[config.mk]
export PLATFORM = sky130hd
export DESIGN_NAME = pid_mixer
export DESIGN_NICKNAME = d
export VERILOG_FILES = /design/src/rtl/pid_pkg.sv /design/src/rtl/iterm_integrator.sv /design/src/rtl/pid_mixer.sv
export SDC_FILE = /design/constraint.sdc
export NUM_CORES = 1
export LEC_CHECK = 0
export CAP_MARGIN = 30
export CORE_MARGIN = 3
export CORE_UTILIZATION = 54
export CTS_BUF_LIST = sky130_fd_sc_hd__clkbuf_8 sky130_fd_sc_hd__clkbuf_16
export DETAILED_ROUTE_END_ITERATION = 10
export PLACE_DENSITY_LB_ADDON = 0.15
export SLEW_MARGIN = 20
export SYNTH_ARGS = -nofsm -noshare
export SYNTH_HDL_FRONTEND = slang
export SYNTH_SLANG_ARGS = --single-unit
[constraint.sdc]
create_clock -name clk -period 5 [get_ports clk]
set_input_delay 1 -clock clk [delete_from_list [all_inputs] [get_ports clk]]
set_output_delay 1 -clock clk [all_outputs]
set_load 0.02 [all_outputs]
[src/rtl/pid_pkg.sv]
// Shared widths, coefficients and helpers for the PID mixer datapath.
package pid_pkg;

  localparam int ERR_W   = 10;
  localparam int D_W     = 13;
  localparam int TERM_W  = 14;
  localparam int INTEG_W = 16;
  localparam int FRWRD_W = 11;
  localparam int MIX_W   = 12;
  localparam int SPD_W   = 11;

  localparam logic signed [TERM_W-1:0] P_COEFF   = 14'sd3;
  localparam logic [FRWRD_W-1:0]       FRWRD_INC = 11'h010;
  localparam logic [FRWRD_W-1:0]       FRWRD_DEC = 11'h020;
  localparam logic [FRWRD_W-1:0]       MAX_FRWRD = 11'h2A0;

  typedef struct packed {
    logic signed [TERM_W-1:0] p;
    logic signed [TERM_W-1:0] i;
    logic signed [TERM_W-1:0] d;
  } stage1_t;

  // Clamp a 12-bit mix result into the signed 11-bit wheel speed range.
  function automatic logic signed [SPD_W-1:0] sat_spd(input logic signed [MIX_W-1:0] v);
    if (!v[MIX_W-1] && v[MIX_W-2])
      return 11'sh3FF;
    else if (v[MIX_W-1] && !v[MIX_W-2])
      return 11'sh400;
    else
      return v[SPD_W-1:0];
  endfunction

endpackage

[src/rtl/iterm_integrator.sv]
// Integral accumulator with overflow hold; cleared whenever the robot is not moving.
module iterm_integrator
  import pid_pkg::*;
(
  input  logic                     clk,
  input  logic                     rst,
  input  logic                     err_vld,
  input  logic                     moving,
  input  logic signed [ERR_W-1:0]  err_sat,
  output logic signed [TERM_W-1:0] i_term
);

  logic signed [INTEG_W-1:0] integ_q, integ_d;
  logic signed [INTEG_W-1:0] addend;
  logic signed [INTEG_W-1:0] sum;
  logic                      ovf;

  always_comb begin
    addend  = INTEG_W'(err_sat);
    sum     = integ_q + addend;
    ovf     = (addend[INTEG_W-1] == integ_q[INTEG_W-1]) &&
              (sum[INTEG_W-1] != integ_q[INTEG_W-1]);
    integ_d = integ_q;
    if (!moving)
      integ_d = '0;
    else if (err_vld && !ovf)
      integ_d = sum;
  end

  // The mixer captures the I term of the value being written this edge.
  assign i_term = TERM_W'(integ_d >>> 4);

  always_ff @(posedge clk) begin
    if (rst)
      integ_q <= '0;
    else
      integ_q <= integ_d;
  end

endmodule

[src/rtl/pid_mixer.sv]
// Two-stage PID sum and differential wheel mixer with a forward-speed ramp.
module pid_mixer
  import pid_pkg::*;
(
  input  logic                    clk,
  input  logic                    rst,
  input  logic signed [ERR_W-1:0] err_sat,
  input  logic                    err_vld,
  input  logic signed [D_W-1:0]   D_term,
  input  logic                    moving,
  output logic signed [SPD_W-1:0] lft_spd,
  output logic signed [SPD_W-1:0] rght_spd,
  output logic                    spd_vld
);

  logic signed [TERM_W-1:0]  err_ext;
  logic signed [TERM_W-1:0]  p_term;
  logic signed [TERM_W-1:0]  i_term;

  logic [FRWRD_W-1:0]        frwrd_q, frwrd_d;
  stage1_t                   stg1_q, stg1_d;
  logic                      valid1_q, valid1_d;
  logic signed [SPD_W-1:0]   lft_spd_q, lft_spd_d;
  logic signed [SPD_W-1:0]   rght_spd_q, rght_spd_d;
  logic                      spd_vld_q, spd_vld_d;

  logic signed [TERM_W-1:0]  pid;
  logic signed [MIX_W-1:0]   pid_s;
  logic signed [MIX_W-1:0]   frwrd_mix;
  logic signed [MIX_W-1:0]   lft_mix;
  logic signed [MIX_W-1:0]   rght_mix;

  iterm_integrator u_iterm (
    .clk     (clk),
    .rst     (rst),
    .err_vld (err_vld),
    .moving  (moving),
    .err_sat (err_sat),
    .i_term  (i_term)
  );

  always_comb begin
    err_ext = TERM_W'(err_sat);
    p_term  = err_ext * P_COEFF;
  end

  // Ramp saturates at MAX_FRWRD going up and at zero going down.
  always_comb begin
    frwrd_d = frwrd_q;
    if (err_vld) begin
      if (moving)
        frwrd_d = (frwrd_q >= MAX_FRWRD - FRWRD_INC) ? MAX_FRWRD : frwrd_q + FRWRD_INC;
      else
        frwrd_d = (frwrd_q > FRWRD_DEC) ? frwrd_q - FRWRD_DEC : '0;
    end
  end

  always_comb begin
    stg1_d   = stg1_q;
    valid1_d = err_vld;
    if (err_vld) begin
      stg1_d.p = p_term;
      stg1_d.i = i_term;
      stg1_d.d = TERM_W'(D_term);
    end
  end

  always_comb begin
    pid        = stg1_q.p + stg1_q.i + stg1_q.d;
    pid_s      = MIX_W'(pid >>> 3);
    frwrd_mix  = $signed({1'b0, frwrd_q});
    lft_mix    = frwrd_mix + pid_s;
    rght_mix   = frwrd_mix - pid_s;
    lft_spd_d  = lft_spd_q;
    rght_spd_d = rght_spd_q;
    spd_vld_d  = valid1_q;
    if (valid1_q) begin
      lft_spd_d  = moving ? sat_spd(lft_mix)  : '0;
      rght_spd_d = moving ? sat_spd(rght_mix) : '0;
    end
  end

  always_ff @(posedge clk) begin
    if (rst) begin
      frwrd_q    <= '0;
      stg1_q     <= '0;
      valid1_q   <= 1'b0;
      lft_spd_q  <= '0;
      rght_spd_q <= '0;
      spd_vld_q  <= 1'b0;
    end else begin
      frwrd_q    <= frwrd_d;
      stg1_q     <= stg1_d;
      valid1_q   <= valid1_d;
      lft_spd_q  <= lft_spd_d;
      rght_spd_q <= rght_spd_d;
      spd_vld_q  <= spd_vld_d;
    end
  end

  assign lft_spd  = lft_spd_q;
  assign rght_spd = rght_spd_q;
  assign spd_vld  = spd_vld_q;

endmodule

==> reports/metrics.csv <==
stage,metric,value,unit
yosys,syn_nets,863,
setup_path,Worst Path Max Fanout,5,
placed_design,dpl ws,-0.0906,ns
timing,fin crit period,4.81,ns
pwr,Max VDD drop,0.000285,V
timing,fmax,208,MHz
pwr,pwr/cell area,331,nW/um2
global_routing,first-pass GRT wire length,24500,um
floorplan,Rows,39,
setup_path,Critical Path RT,5.23,ns
pwr,Net Sw Frac,36.5,%
timing,setup TNS,0,ns
drt,initial DRC count,315,
drt,ANT nets after route,0,
yosys,Netlist cell types,72,
floorplan,DIE AREA,13200,um2
pwr,Psw,0.899,mW
drt,DR pass1 iterations,5,
timing,max-slew violations,0,
cts,H-tree depth,3,
timing,Final period util,96.1,%
cts,CTS root buffer,clkbuf_16,
setup_path,Worst R2R Setup Slack,0.19,ns
setup_path,startpoint types,flip-flop,
drt,vias per std cell,5.69,
layout,design area,7440,um2
placed_design,RD Place Congestion,0.875,
floorplan,initial core utilization,55.7,%
floorplan,Die Ht,115,um
global_routing,antenna violations before repair,0,
pwr,Flop pwr share,31.6,%
placed_design,HPWL after DPL,11300,um
yosys,sequential-to-total area share from yosys stat,26.6,%
pwr,Int Pwr,1.56,mW
drt,DRC viols,0,
yosys,Syn Area/Cell,8.51,um2
global_routing,largest net degree at the start of global routing,33,
pwr,combinational power share,41.2,%
min_path,Worst Hold Class,flip-flop to flip-flop,
status,status,"complete, no violations",
cts,cts bufs inserted,9,
layout,fill count,956,
layout,final core occ,64.9,%
cts,Sink Count,85,
global_routing,grt ovf,0,
layout,share of layout cells above drive strength 1,8.58,%
cts,"Clk Latency, worst-skew pair",0.35,ns
setup_path,Setup CP Type,flip-flop to flip-flop,
floorplan,# IOs,50,
global_routing,Total Routing Usage GR,22.9,%
floorplan,core footprint,11500,um2
cts,clk slew on worst S/H paths,0.06,ns
yosys,Yosys warnings,0,
floorplan,Die Wd,115,um
timing,final setup fails,0,
yosys,asr flop ratio synth,0,%
layout,nets,911,
timing,clk_skew,0.00812,ns
yosys,"Top FF cell, synth",dfxtp_1,
placed_design,Post-DP Area,7010,um2
drt,via count,5387,
drt,WL/cell,15.4,um
layout,Inserted Diodes,0,
cts,Clock Path Buffers,2,
global_routing,vias in the first global route,5319,
placed_design,port bufs,49,
setup_path,worst path arrival time,5.04,ns
timing,Slew @ Worst Pin,0.690,ns
cts,clock tree from TritonCTS,built,
timing,slack of the critical path,0.195,ns
drt,drt total wl,14600,um
setup_path,kind of end point of the critical path,flip-flop,
yosys,cells after synthesis,751,
layout,Non-Filler Instances,947,
timing,final hold violation count,0,
pwr,leak pwr,3.45,nW
yosys,"Cell Area, Synth",6390,um2
placed_design,dpl cells,926,
timing,Max-slew headroom,54.0,%
layout,area grow syn2layout,16.4,%
yosys,"EDFF count, synth",0,
flow_run,Max Cap Violations,0,
pwr,Clock power frac,27.2,%
yosys,Yosys reg bits,85,
[metal layers]
metal / track usage, % / share of wire [%] / vias up
li1: - / - / 2698
met1: 27.5 / 44 / 2539
met2: 40.2 / 49 / 120
met3: 4.26 / 3.5 / 30
met4: 9.39 / 2.9 / 0
met5: 0 / 0 / -
[kinds of logic after synthesis]
family / after synthesis / share of synthesized area [%]
buffers and inverters: 101 / 6.29
AND/OR/NAND/NOR: 198 / 14.4
adder cells (fa/ha/maj): 86 / 18.4
XOR/XNOR: 54 / 8.23
other: 1 / 0.0587
multiplexers: 31 / 4.94
flip-flops: 85 / 26.6
AO/OA/AOI/OAI: 195 / 21.0
[power groups by stage]
stage / logic, mW / registers, mW / clock network [mW]
floorplan: 0.702 / 0.807 / 0
CTS: 0.979 / 0.779 / 0.681
global route: 1.12 / 0.786 / 0.712
finish: 1.01 / 0.779 / 0.670
global placement: 0.932 / 0.792 / 0
detailed placement: 0.959 / 0.794 / 0
[state kept, by name (all words and copies together) (netlist names)]
signal,count
stg1_q,38
u_iterm.integ_q,16
lft_spd,11
rght_spd,11
frwrd_q,7
spd_vld,1
spd_vld_d,1
[cells in the mapped netlist, types with 14 or more instances]
cell / n / share of area (%)
a21o_1: 14 / 1.6
a221o_1: 16 / 2.5
xor2_1: 18 / 2.5
o21ai_0: 29 / 2.3
xnor2_1: 32 / 4.4
dfxtp_1: 85 / 27
fa_1: 14 / 4.4
nor2_1: 78 / 4.6
mux2i_1: 30 / 4.7
ha_1: 71 / 14
inv_1: 71 / 4.2
clkbuf_1: 18 / 1.1
a21oi_1: 62 / 4.9
nand2_1: 59 / 3.5
[timing repair]
action,4_1_cts,5_1_grt
endpoints found under the setup margin,10,21
hold buffers,0,0
gates cloned,0,1
pin swaps,1,4
buffers inserted,2,1
resized for setup,4,13
[layout by cell type, fill, tap and decap left out, drive strengths merged, types with 19 or more instances in the layout]
master	netlist	routed
dfxtp	85	85
nor2	78	78
inv	72	73
ha	71	71
a21oi	63	63
nand2	59	59
clkdlybuf4s50	0	47
xnor2	35	35
o21ai	32	32
mux2i	30	30
xor2	19	19
[path summary, 6_finish.rpt]
kind | start | end | cells past startpoint
max reg2reg | stg1_q[4] | rght_spd[7] | 22
min | lft_spd[8] | lft_spd[8] | 2
max | stg1_q[4] | rght_spd[7] | 22
min reg2reg | lft_spd[8] | lft_spd[8] | 2
[metrics by stage]
| stage | hold slack [ns] | total power, mW |
|---|---|---|
| 6_report | 0.442 | 2.46 |
| 5_1_grt | 0.470 | 2.62 |
| 4_1_cts | 0.447 | 2.44 |
| 3_5_place_dp | 0.439 | 1.75 |
| 3_3_place_gp | 0.429 | 1.72 |
| 2_1_floorplan | 0.425 | 1.51 |
[layout make-up]
type | count | area [um2] | area share [%]
tap | 143 | 179 | 2.41
inverter | 72 | 273 | 3.67
timing repair buffer | 65 | 601 | 8.08
clock buffer | 9 | 225 | 3.03
multi-input combinational | 566 | 4390 | 59.0
sequential | 85 | 1700 | 22.9
clock inverter | 7 | 67.6 | 0.908
[worst max-delay path: stages, from the launching register on]
cell and delay, ns:
dfxtp_1 0.32, inv_1 0.07, fa_1 0.54, inv_1 0.07, ha_4 0.26, and2_4 0.15, a221oi_4 0.27, a31oi_2 0.15
a21oi_2 0.18, o21bai_2 0.11, a21oi_2 0.18, buf_4 0.13, xnor2_1 0.07, ha_1 0.30, inv_1 0.09, o21ai_0 0.08
a21oi_1 0.08, o21ba_2 0.20, a311o_4 0.42, xnor2_2 0.17, a2bb2oi_1 0.17, o211a_2 0.31, a221o_1 0.34
Note: power is estimated with default switching activity, not from simulation.
